===== src/rtl/muldiv_pkg.sv =====
// Shared types and defaults for the multicycle multiply/divide unit.
package muldiv_pkg;

  localparam int MD_WIDTH = 32;

  typedef enum logic [2:0] {
    IDLE = 3'd0,
    MULT = 3'd1,
    DIV  = 3'd2,
    FIX  = 3'd3,
    DONE = 3'd4
  } muldiv_state_t;

endpackage


===== src/rtl/muldiv_dp.sv =====
// Magnitude shift-add / restoring-divide datapath with sign fix-up and HI/LO result registers.
module muldiv_dp
  import muldiv_pkg::*;
#(
  parameter int WIDTH = MD_WIDTH
) (
  input  logic             clk,
  input  logic             reset,
  input  logic             load_i,
  input  logic             is_div_i,
  input  logic             step_i,
  input  logic             fix_i,
  input  logic [WIDTH-1:0] a_i,
  input  logic [WIDTH-1:0] b_i,
  output logic [WIDTH-1:0] hi_o,
  output logic [WIDTH-1:0] lo_o
);

  // Magnitude is unsigned so the most negative operand maps to 2^(WIDTH-1).
  function automatic logic [WIDTH-1:0] magnitude(input logic signed [WIDTH-1:0] x);
    return x[WIDTH-1] ? WIDTH'(-x) : WIDTH'(x);
  endfunction

  logic [2*WIDTH-1:0] acc_q;
  logic [WIDTH-1:0]   mag_q;
  logic               div_q;
  logic               neg_res_q;
  logic               neg_rem_q;
  logic [WIDTH-1:0]   hi_q;
  logic [WIDTH-1:0]   lo_q;

  logic [WIDTH:0]     add_sum;
  logic [WIDTH:0]     part_rem;
  logic [WIDTH-1:0]   sub_diff;
  logic [2*WIDTH-1:0] mul_next;
  logic [2*WIDTH-1:0] div_next;
  logic [2*WIDTH-1:0] prod_fix;
  logic [WIDTH-1:0]   quot_fix;
  logic [WIDTH-1:0]   rem_fix;

  // acc holds {partial product, multiplier} for MULT and {partial remainder, dividend/quotient} for DIV.
  always_comb begin
    add_sum  = {1'b0, acc_q[2*WIDTH-1:WIDTH]} + (acc_q[0] ? {1'b0, mag_q} : '0);
    mul_next = {add_sum, acc_q[WIDTH-1:1]};
    part_rem = {acc_q[2*WIDTH-1:WIDTH], acc_q[WIDTH-1]};
    sub_diff = part_rem[WIDTH-1:0] - mag_q;
    if (part_rem >= {1'b0, mag_q}) begin
      div_next = {sub_diff, acc_q[WIDTH-2:0], 1'b1};
    end else begin
      div_next = {part_rem[WIDTH-1:0], acc_q[WIDTH-2:0], 1'b0};
    end
    prod_fix = neg_res_q ? -acc_q : acc_q;
    quot_fix = neg_res_q ? -acc_q[WIDTH-1:0] : acc_q[WIDTH-1:0];
    rem_fix  = neg_rem_q ? -acc_q[2*WIDTH-1:WIDTH] : acc_q[2*WIDTH-1:WIDTH];
  end

  always_ff @(posedge clk) begin
    if (load_i) begin
      acc_q <= {{WIDTH{1'b0}}, (is_div_i ? magnitude(a_i) : magnitude(b_i))};
      mag_q <= is_div_i ? magnitude(b_i) : magnitude(a_i);
    end else if (step_i) begin
      acc_q <= div_q ? div_next : mul_next;
    end
  end

  always_ff @(posedge clk) begin
    if (reset) begin
      div_q     <= 1'b0;
      neg_res_q <= 1'b0;
      neg_rem_q <= 1'b0;
      hi_q      <= '0;
      lo_q      <= '0;
    end else begin
      if (load_i) begin
        div_q     <= is_div_i;
        neg_res_q <= a_i[WIDTH-1] ^ b_i[WIDTH-1];
        neg_rem_q <= a_i[WIDTH-1];
      end
      if (fix_i) begin
        if (div_q) begin
          hi_q <= rem_fix;
          lo_q <= quot_fix;
        end else begin
          hi_q <= prod_fix[2*WIDTH-1:WIDTH];
          lo_q <= prod_fix[WIDTH-1:0];
        end
      end
    end
  end

  assign hi_o = hi_q;
  assign lo_o = lo_q;

endmodule


===== src/rtl/muldiv_unit.sv =====
// Multicycle signed MULT/DIV unit: start arbitration, step counter and control FSM around muldiv_dp.
module muldiv_unit
  import muldiv_pkg::*;
#(
  parameter int WIDTH = MD_WIDTH
) (
  input  logic             clk,
  input  logic             reset,
  input  logic             start_mult,
  input  logic             start_div,
  input  logic [WIDTH-1:0] a,
  input  logic [WIDTH-1:0] b,
  output logic             busy,
  output logic             done,
  output logic             div_zero,
  output logic [WIDTH-1:0] hi,
  output logic [WIDTH-1:0] lo
);

  localparam int CNT_W = $clog2(WIDTH);
  localparam logic [CNT_W-1:0] LAST_STEP = CNT_W'(WIDTH - 1);

  muldiv_state_t    state_q, state_d;
  logic [CNT_W-1:0] cnt_q, cnt_d;
  logic             dz_q, dz_d;
  logic             load;
  logic             is_div;
  logic             step;
  logic             fix;

  always_comb begin
    state_d = state_q;
    cnt_d   = cnt_q;
    dz_d    = dz_q;
    load    = 1'b0;
    is_div  = 1'b0;
    step    = 1'b0;
    fix     = 1'b0;
    unique case (state_q)
      IDLE: begin
        // Multiply has priority; a divide by zero skips straight to DONE and leaves HI/LO alone.
        if (start_mult) begin
          load    = 1'b1;
          dz_d    = 1'b0;
          cnt_d   = '0;
          state_d = MULT;
        end else if (start_div) begin
          cnt_d = '0;
          if (b != '0) begin
            load    = 1'b1;
            is_div  = 1'b1;
            dz_d    = 1'b0;
            state_d = DIV;
          end else begin
            dz_d    = 1'b1;
            state_d = DONE;
          end
        end
      end
      MULT, DIV: begin
        step = 1'b1;
        if (cnt_q == LAST_STEP) begin
          cnt_d   = '0;
          state_d = FIX;
        end else begin
          cnt_d = cnt_q + 1'b1;
        end
      end
      FIX: begin
        fix     = 1'b1;
        state_d = DONE;
      end
      DONE:    state_d = IDLE;
      default: state_d = IDLE;
    endcase
  end

  always_ff @(posedge clk) begin
    if (reset) begin
      state_q <= IDLE;
      cnt_q   <= '0;
      dz_q    <= 1'b0;
    end else begin
      state_q <= state_d;
      cnt_q   <= cnt_d;
      dz_q    <= dz_d;
    end
  end

  assign busy     = (state_q != IDLE);
  assign done     = (state_q == DONE);
  assign div_zero = dz_q;

  muldiv_dp #(
    .WIDTH(WIDTH)
  ) u_dp (
    .clk     (clk),
    .reset   (reset),
    .load_i  (load),
    .is_div_i(is_div),
    .step_i  (step),
    .fix_i   (fix),
    .a_i     (a),
    .b_i     (b),
    .hi_o    (hi),
    .lo_o    (lo)
  );

endmodule

===== config.mk =====
export PLATFORM = sky130hd
export DESIGN_NAME = muldiv_unit
export DESIGN_NICKNAME = d
export VERILOG_FILES = /design/src/rtl/muldiv_pkg.sv /design/src/rtl/muldiv_dp.sv /design/src/rtl/muldiv_unit.sv
export SDC_FILE = /design/constraint.sdc
export NUM_CORES = 1
export LEC_CHECK = 0
export CAP_MARGIN = 10
export CORE_MARGIN = 2
export CORE_UTILIZATION = 64
export DETAILED_ROUTE_END_ITERATION = 8
export HOLD_SLACK_MARGIN = 0.15
export PLACE_DENSITY = 0.95
export SLEW_MARGIN = 40
export SYNTH_ARGS = -nofsm -noshare
export SYNTH_HDL_FRONTEND = slang
export SYNTH_SLANG_ARGS = --single-unit

===== constraint.sdc =====
create_clock -name clk -period 7.6 [get_ports clk]
set_clock_uncertainty 0.15 [all_clocks]
set_input_delay 1.52 -clock clk [delete_from_list [all_inputs] [get_ports clk]]
set_output_delay 1.52 -clock clk [all_outputs]
set_load 0.005 [all_outputs]

==> flow_summary.yaml, run 1 <==
status:
  status: "finished, final reports clean"
global_routing:
  grt_pass1_vias: 13700
  overflow: 0
  grt_max_degree: 84
  track_usage_pct: 38.9
  grt_pass1_wl_um: 72700
  antenna_found_initial: 0
critical_path:
  cp_cell_sequence: "clkdlybuf4s50_1, or4_1, nor4_1, nand4_1, nor3b_1, or2_2, buf_4, nand2_1, a21oi_1, a21oi_1"
  cp.arrival_ns: 5.74
  crit_top_cell: "a21oi_1"
  reg2regPathDepth: 12
  critPathKind: "in -> reg"
  worstSetupEndpointType: "register"
  critical_path.startpoint: "b[12]"
  crit_buf_inv: 2
  cp-start-kind: "input pin"
  timing.rr.start: "u_dp.acc_q[0]"
  slowest_stage: "nor4_1"
  reg2reg_slack_ns: 2.86
  cpLargestDelayFamily: "simple AND/OR/NAND/NOR gates"
  crit_cells: 10
  rr_endpoint: "u_dp.acc_q[61]"
  cp_slowest_stage_delay_ns: 0.65
  crit_path_end: "u_dp.acc_q[19]"
  crit_required_ns: 7.64
  path_max_fanout: 45
clocking:
  numCtsBuffers: 17
  clkSinkCount: 172
  clk-insertion-delay-late_ns: 0.44
  cts_resized: 0
  cts_tree: "done"
  h-tree-depth: 4
  post_cts_buffers: 0
  ctsHoldBuffers: 0
  clk_path_buf_depth: 2
  cts-root-buf: "clkbuf_16"
  clk_pin_slew_ns: 0.08
placement:
  io_buffers: 134
  place_inst: 2104
  gp_congestion: 0.994
  dpl_cell_area_um2: 15600
  dpl.hpwl_um: 35000
routing:
  viasPerCell: 6.84
  route.vias.total: 14600
  post_drt_wl_per_cell_um: 21.9
  wl_um: 46900
  drc: 0
  ant_nets: 0
  first_pass_iters: 8
  drt_iter0_markers: 1480
pwr:
  clkPwrFrac_pct: 13.7
  powerDensity_nw_per_um2: 425
  combPwrFrac_pct: 58.6
  p_sw_share_pct: 50.2
  internal-power_mw: 3.44
  power.switching_mw: 3.46
  seqPwrFrac_pct: 27.7
  ir_drop_uv: 234
  p_leak_nw: 6.25
sta:
  hold_violations: 0
  rsz0062_at_grt: "no"
  worstMarginPinSlew_ns: 0.910
  slew_headroom_pct: 39.4
  final.setup.tns_ns: 0
  min_period_over_period_pct: 75.1
  max_freq_mhz: 175
  finalSetupViolations: 0
  post-route-min-period_ns: 5.70
  drv_slew: 0
synthesis:
  synthesis.area_um2: 14100
  ys_types: 76
  syn-num-nets: 1911
  ys_seq_area_share_pct: 29.0
  ys_ff_latch: 172
  syn_inst: 1771
  synth.avg_cell_area_um2: 7.95
  ys_warn_count: 0
  synth_edf_count: 64
  ys.flop_type: "dfxtp_1"
  async_reset_ff_share_pct: 0
final_layout:
  final_cell_mix: "nand2_1 (185), nor2_1 (166), a21oi_1 (133), clkdlybuf4s50_1 (133), o21ai_0 (119)"
  layout-drive-gt1-share_pct: 4.74
  layout.nets: 1985
  antennaDiodeCount: 0
  area_growth_pct: 15.4
  layout_commonest_cell: "nand2_1"
  post-route-util_pct: 74.9
  final_cell_count_no_fill: 2138
  post-route-cell-area_um2: 16200
job:
  cap_viol_max_count: 0
die:
  initial_core_util_pct: 64.9
  rows: 54
  die_x_um: 152
  die_area_um2: 23200
  die_h_um: 152
  num_io_pins: 135
  core_area_um2: 21700
worst_hold_path:
  hp-class: "reg -> reg"
-- final cells by class --
type	instances	area [µm²]
clock buffers	17	425
well taps	280	350
clock inverters	15	210
inverters	65	244
fillers	1633	5450
multi-input cells	1432	9390
repair buffers	157	1530
flip-flops and latches	172	4090
-- layer usage --
layer,vias up,track usage (%),part of all wire [%]
met4,0,21.9,6.2
met1,6787,49.5,39
met2,923,63.7,45
met5,-,0,0
met3,190,5.77,8.8
li1,6722,-,-
-- cell families after synthesis --
kind of cell	count (synthesis)	share of synthesized area (%)
XOR/XNOR	159	9.89
multiplexers	68	4.84
buffers and inverters	167	4.57
flip-flops	172	29.0
adder cells (fa/ha/maj)	72	6.51
AND/OR/NAND/NOR	593	20.0
AO/OA/AOI/OAI	540	25.2
-- power groups by stage --
| stage | sequential, mW | clock [mW] | combinational [mW] |
|---|---|---|---|
| after floorplan | 1.64 | 0 | 2.89 |
| after global placement | 1.88 | 0 | 3.79 |
| after detailed placement | 1.89 | 0 | 3.88 |
| after CTS | 1.87 | 0.942 | 3.92 |
| after global routing | 1.91 | 0.977 | 4.39 |
| final | 1.91 | 0.946 | 4.04 |
-- state kept, by name, indices dropped and copies added, names as in the netlist --
signal	count
cnt_q	5
div_zero	1
state_q	3
u_dp.acc_q	64
u_dp.div_q	1
u_dp.hi_o	32
u_dp.lo_o	32
u_dp.mag_q	32
u_dp.neg_rem_q	1
u_dp.neg_res_q	1
-- worst reg2reg max path, stage by stage, from the launching register on --
cell and delay (ns):
edfxtp_1 0.56, inv_1 0.45, buf_4 0.37, nor2_1 0.15, fa_1 0.45, a21o_1 0.20, a221oi_1 0.71, a211o_1 0.36
o41a_1 0.28, o21ai_0 0.25, a211o_1 0.33, a211oi_1 0.25, o211ai_1 0.12
-- metrics by stage --
stage | power [mW] | setup WS (ns) | hold WS, ns
after floorplan | 4.53 | 2.71 | 0.298
after global routing | 7.28 | 1.59 | 0.328
after detailed placement | 5.77 | 1.49 | 0.296
final | 6.90 | 1.90 | 0.303
after CTS | 6.73 | 1.94 | 0.307
after global placement | 5.67 | 1.68 | 0.291
-- how the worst min path moves through the flow --
stage,from,endpoint,slack [ns],cells past startpoint
global route,u_dp.hi_o[1],u_dp.hi_o[1],0.33,2
floorplan,u_dp.hi_o[15],u_dp.hi_o[15],0.30,2
finish,u_dp.hi_o[26],u_dp.hi_o[26],0.30,2
detailed placement,u_dp.hi_o[26],u_dp.hi_o[26],0.30,2
CTS,u_dp.hi_o[26],u_dp.hi_o[26],0.31,2
global placement,u_dp.hi_o[19],u_dp.hi_o[19],0.29,2
-- Yosys cell counts, drive strengths merged, types with 8 or more instances --
| cell | count | area [µm²] |
|---|---|---|
| a31oi | 19 | 119 |
| nor2 | 169 | 634 |
| or4 | 15 | 113 |
| nand3 | 31 | 155 |
| xnor2 | 44 | 385 |
| nor4 | 15 | 93.8 |
| o31ai | 37 | 278 |
| o21bai | 9 | 67.6 |
| nand2 | 185 | 694 |
| clkbuf | 89 | 335 |
| a21o | 22 | 165 |
| edfxtp | 64 | 1920 |
| o211ai | 12 | 90.1 |
| buf | 13 | 63.8 |
| dfxtp | 108 | 2160 |
| o221ai | 8 | 70.1 |
| nor2b | 9 | 56.3 |
| a211o | 9 | 78.8 |
| and3 | 19 | 119 |
| or3 | 22 | 138 |
| nand4 | 19 | 119 |
| or2 | 8 | 50.1 |
| nor3b | 8 | 60.1 |
| o21ai | 122 | 614 |
| nand3b | 12 | 90.1 |
| a21oi | 134 | 671 |
| nor3 | 54 | 270 |
| ha | 70 | 876 |
| o41ai | 21 | 184 |
| a211oi | 66 | 495 |
| xor2 | 115 | 1010 |
| a221oi | 12 | 105 |
| mux2i | 67 | 671 |
| inv | 64 | 240 |
Power figures use the tool's default switching activity.
==> inputs of run 2 (changes only) <==
- CORE_UTILIZATION: 64 -> 53
- PLACE_DENSITY: 0.95 -> 0.88
- clock period: 7.6 -> 4.9 ns (I/O delays scaled with it)
==> run 2 against run 1 <==
Non-clock buffer count rose by 17. Largest power group unchanged. Critical path type is now reg -> reg. Clock power rose by 49%. Global-route usage fell by 6.2 points. Sequential power rose by 49%. Count of clock-buffer cells in the layout did not move. Highest routed layer unchanged. Cell count rose by 3.4%. Largest cell class unchanged. Total power rose by 55%. Die area rose by 20%. Via count fell by 1.6%. Routed wire length rose by 0.37%. Critical path depth did not move.
==> flow_summary.yaml, run 2 (same netlist as run 1, synthesis figures left out) <==
die:
  die_x_um: 167
  rows: 59
  initial_core_util_pct: 54.0
  core_area_um2: 26100
  die_h_um: 167
  die_area_um2: 27900
  num_io_pins: 135
critical_path:
  cp-start-kind: "register"
  cp.arrival_ns: 4.30
  timing.rr.start: "u_dp.acc_q[34]"
  cp_cell_sequence: "ha_1, nand3_1, o21bai_1, a311oi_1, o2111ai_1, a311oi_1, nand2b_1, buf_4, mux2i_1, o211ai_1"
  cp_slowest_stage_delay_ns: 0.75
  critPathKind: "reg -> reg"
  reg2regPathDepth: 10
  crit_required_ns: 5.07
  rr_endpoint: "u_dp.acc_q[56]"
  path_max_fanout: 12
  worstSetupEndpointType: "register"
  slowest_stage: "nand2b_1"
  crit_top_cell: "a311oi_1"
  reg2reg_slack_ns: 0.77
pwr:
  ir_drop_uv: 364
  p_leak_nw: 6.32
  powerDensity_nw_per_um2: 652
final_layout:
  regMostFlops: "u_dp.acc_q"
  post-route-cell-area_um2: 16400
  largest_reg_flops: 64
  fill_cells: 2232
  layout_commonest_cell: "nand2_1"
  multiInputGateArea_um2: 9390
  area_growth_pct: 16.6
  layout-drive-gt1-share_pct: 5.55
  layout.nets: 2002
  seqCellArea_um2: 4090
  post-route-util_pct: 63.0
  antennaDiodeCount: 0
  final_cell_mix: "nand2_1 (185), nor2_1 (167), a21oi_1 (133), clkdlybuf4s50_1 (132), o21ai_0 (119)"
placement:
  dpl.hpwl_um: 35800
  dpl_cell_area_um2: 15800
  gp_congestion: 1.01
  io_buffers: 134
clocking:
  clk-insertion-delay-late_ns: 0.45
  h-tree-depth: 4
  clkSinkCount: 172
  clk_path_buf_depth: 2
  ctsHoldBuffers: 0
  clk_pin_slew_ns: 0.08
  numCtsBuffers: 17
  post_cts_buffers: 0
  cts-root-buf: "clkbuf_16"
  cts_resized: 0
  cts_tree: "done"
sta:
  drv_slew: 0
  min_period_over_period_pct: 84.3
  rsz0062_at_grt: "no"
  post-route-min-period_ns: 4.13
  hold_violations: 0
  final.setup.tns_ns: 0
  slew_headroom_pct: 40.4
  worstMarginPinSlew_ns: 0.894
  max_freq_mhz: 242
  finalSetupViolations: 0
worst_hold_path:
  worst_hold_path.num_cells: 2
  holdPathEnd: "u_dp.hi_o[19]"
  hp-start: "u_dp.hi_o[19]"
  hp-class: "reg -> reg"
routing:
  drt_iter0_markers: 1446
  first_pass_iters: 7
  wl_um: 47000
  post_drt_wl_per_cell_um: 21.3
  ant_nets: 0
  route.vias.total: 14400
  drc: 0
  viasPerCell: 6.51
global_routing:
  grt_max_degree: 65
  grt_pass1_wl_um: 73100
  antenna_found_initial: 0
  grt_pass1_vias: 13600
  overflow: 0
  track_usage_pct: 32.7
job:
  cap_viol_max_count: 0
status:
  status: "finished, final reports clean"
-- run 2: changes by cell type in the layout (fill, tap and decap cells not counted), sizes merged --
cell           delta
clkdlybuf4s50     -1
clkinvlp          +1
inv               -3
clkinv            +2
buf              +18
-- run 2: area by class of cell --
type | instances | share of cell area [%]
multi-input cells | 1432 | 57.2
flip-flops and latches | 172 | 24.9
repair buffers | 174 | 10.2
clock buffers | 17 | 2.59
well taps | 335 | 2.55
inverters | 65 | 1.49
clock inverters | 15 | 1.08
-- run 2: stage by stage --
stage               setup slack (ns)  std cells  total power, mW  hold slack, ns
global placement               0.410       2177             8.94           0.293
global route                   0.604       2210             11.3           0.337
CTS                            0.780       2210             10.5           0.312
detailed placement             0.338       2178             9.08           0.304
finish                         0.767       2210             10.7           0.306
floorplan                      0.553       1771             7.03           0.298
-- run 2: worst max-delay path by stage --
stage | from | end | slack (ns) | cells past startpoint
6_report | u_dp.acc_q[34] | u_dp.acc_q[56] | 0.77 | 10
5_1_grt | b[12] | u_dp.acc_q[10] | 0.60 | 10
4_1_cts | b[2] | u_dp.acc_q[2] | 0.78 | 10
3_5_place_dp | b[2] | u_dp.acc_q[3] | 0.34 | 10
3_3_place_gp | b[2] | u_dp.acc_q[11] | 0.41 | 10
2_1_floorplan | b[12] | u_dp.acc_q[0] | 0.55 | 8
-- run 2: metal layers --
metal	GRT usage (%)	up-vias	share of wire [%]
met5	0	-	0
met2	53.1	840	46
li1	-	6756	-
met3	5.66	152	8.3
met4	15.6	0	5.3
met1	42.3	6636	41
-- run 2: power by group --
group	internal (mW)	total, mW	leakage (nW)	switching (mW)
clock	0.728	1.41	0.292	0.678
combinational	2.50	6.46	4.52	3.96
sequential	2.14	2.84	1.51	0.701
total	5.37	10.7	6.32	5.34
-- run 2: worst max-delay path, delay by kind of cell, from the launching register on --
family	cells	cell delay, ns
AO/OA/AOI/OAI	5	1.54
flip-flops	1	0.62
multiplexers	1	0.22
buffers and inverters	1	0.32
AND/OR/NAND/NOR	2	0.88
adder cells (fa/ha/maj)	1	0.29
==> inputs of run 3 (changes only) <==
- clock period: 4.9 -> 3.6 ns (I/O delays scaled with it)
==> run 3 against run 2 <==
Clock power increased by 35%. Count of clock-buffer cells in the layout unchanged. Critical path depth increased by 4. Routed wire length increased by 10%. Global-route usage increased by 2.8 points. Flip-flop and latch count unchanged. Highest routed layer unchanged. Final area increased by 8.8%. Worst hold slack improved by 0.0032 ns. Sequential power increased by 27%. Die area unchanged.
==> flow_summary.yaml, run 3 (same netlist as run 1, synthesis figures left out) <==
status:
  status: "finished, final reports clean"
die:
  initial_core_util_pct: 54.0
  die_h_um: 167
  die_area_um2: 27900
  core_area_um2: 26100
  num_io_pins: 135
  rows: 59
  die_x_um: 167
clocking:
  cts-root-buf: "clkbuf_16"
  clk_path_buf_depth: 2
  h-tree-depth: 4
  clk-insertion-delay-late_ns: 0.45
  numCtsBuffers: 17
  cts_tree: "done"
  clk_pin_slew_ns: 0.07
  clkSinkCount: 172
  ctsHoldBuffers: 0
pwr:
  power.switching_mw: 7.82
  fin_total_pwr_mw: 15.9
  seqPwrFrac_pct: 22.7
  p_sw_share_pct: 49.1
  p_leak_nw: 7.18
  clkPwrFrac_pct: 11.9
  combPwrFrac_pct: 65.4
  internal-power_mw: 8.11
  powerDensity_nw_per_um2: 891
  ir_drop_uv: 458
sta:
  rsz0062_at_grt: "yes"
  max_freq_mhz: 282
  drv_slew: 0
  worstMarginPinSlew_ns: 0.791
  min_period_over_period_pct: 98.5
  slew_headroom_pct: 47.3
  finalSetupViolations: 0
  post-route-min-period_ns: 3.55
  hold_violations: 0
final_layout:
  layout_commonest_cell: "buf_4"
  antennaDiodeCount: 0
  final_cell_count_no_fill: 2376
  regMostFlops: "u_dp.acc_q"
  layout-drive-gt1-share_pct: 14.6
  final_cell_mix: "buf_4 (196), nand2_1 (185), nor2_1 (166), a21oi_1 (133), clkdlybuf4s50_1 (133)"
  layout.nets: 2168
  largest_reg_flops: 64
  area_growth_pct: 27.0
critical_path:
  cpLargestDelayFamily: "compound AO/OA/AOI/OAI gates"
  path_max_fanout: 4
  critPathKind: "reg -> reg"
  slowest_stage: "o41a_1"
  cp_slowest_stage_delay_ns: 0.46
  cp-start-kind: "register"
  worstSetupEndpointType: "register"
  crit_buf_inv: 3
  cp.arrival_ns: 3.76
  cp_cell_sequence: "buf_4, and2_1, ha_2, fa_1, a21o_1, a221oi_2, buf_4, a211o_4, o41a_1, buf_4, a31o_2, o21ai_1, xnor2_1, a211oi_1"
  crit_top_cell: "buf_4"
  crit_required_ns: 3.81
global_routing:
  grt_max_degree: 64
  grt_pass1_vias: 14900
  antenna_found_initial: 0
  track_usage_pct: 35.5
  overflow: 0
  grt_pass1_wl_um: 79000
routing:
  route.vias.total: 15600
  viasPerCell: 6.57
  post_drt_wl_per_cell_um: 21.8
  first_pass_iters: 6
  drt_iter0_markers: 1956
  ant_nets: 0
  wl_um: 51800
  drc: 0
placement:
  place_inst: 2341
  gp_congestion: 1.06
  io_buffers: 134
  dpl.hpwl_um: 39500
worst_hold_path:
  hp-class: "reg -> reg"
job:
  cap_viol_max_count: 0
-- run 3: per-stage QoR --
step | hold WS (ns) | setup TNS, ns | util [%] | setup slack, ns | instance area [µm²]
final | 0.309 | 0 | 68.6 | 0.0530 | 17900
after global routing | 0.321 | -0.151 | 68.6 | -0.0441 | 17900
after CTS | 0.308 | 0 | 68.1 | 0.00597 | 17700
after detailed placement | 0.300 | -2.48 | 65.8 | -0.150 | 17100
after global placement | 0.293 | -0.494 | 65.8 | -0.112 | 17100
after floorplan | 0.298 | 0 | - | 0.00335 | 14100
-- run 3: tightest hold or removal path: cells and delay by family (launching register included) --
kind,cells,cell delay [ns]
flops,1,0.31
simple gates,1,0.05
compound gates,1,0.05
-- run 3: path summary, 6_finish.rpt --
| path | from | to | slack, ns | cells past startpoint |
|---|---|---|---|---|
| setup / recovery | u_dp.acc_q[0] | u_dp.acc_q[59] | 0.05 | 14 |
| hold / removal | u_dp.hi_o[3] | u_dp.hi_o[3] | 0.31 | 2 |
| setup reg to reg | u_dp.acc_q[0] | u_dp.acc_q[59] | 0.05 | 14 |
| hold reg to reg | u_dp.hi_o[3] | u_dp.hi_o[3] | 0.31 | 2 |
-- run 3: layer usage --
layer / vias to the layer above / share of wire [%] / GRT usage [%]
met4: 0 / 6.4 / 18.7
met5: - / 0 / 0
met3: 258 / 8.5 / 5.37
li1: 7073 / - / -
met2: 1012 / 47 / 60.5
met1: 7276 / 38 / 43.4
-- run 3: layout make-up --
type / count / area (µm²)
clock buffers: 17 / 425
clock inverters: 15 / 153
fillers: 2080 / 8190
inverters: 65 / 249
multi-input cells: 1432 / 9540
flip-flops and latches: 172 / 4090
well taps: 335 / 419
repair buffers: 340 / 3000
-- run 3: power groups by stage --
stage	logic, mW	registers (mW)	clock network [mW]
2_1_floorplan	6.14	3.46	0
3_3_place_gp	9.71	3.55	0
3_5_place_dp	9.90	3.58	0
4_1_cts	10.0	3.55	1.86
5_1_grt	11.2	3.64	1.94
6_report	10.4	3.61	1.90
-- run 3: repair_timing --
item                                    in CTS  in global routing
setup buffers                                0                  3
endpoints found under the setup margin       5                 23
gates resized for setup                      5                 23
pin swaps                                    0                  4
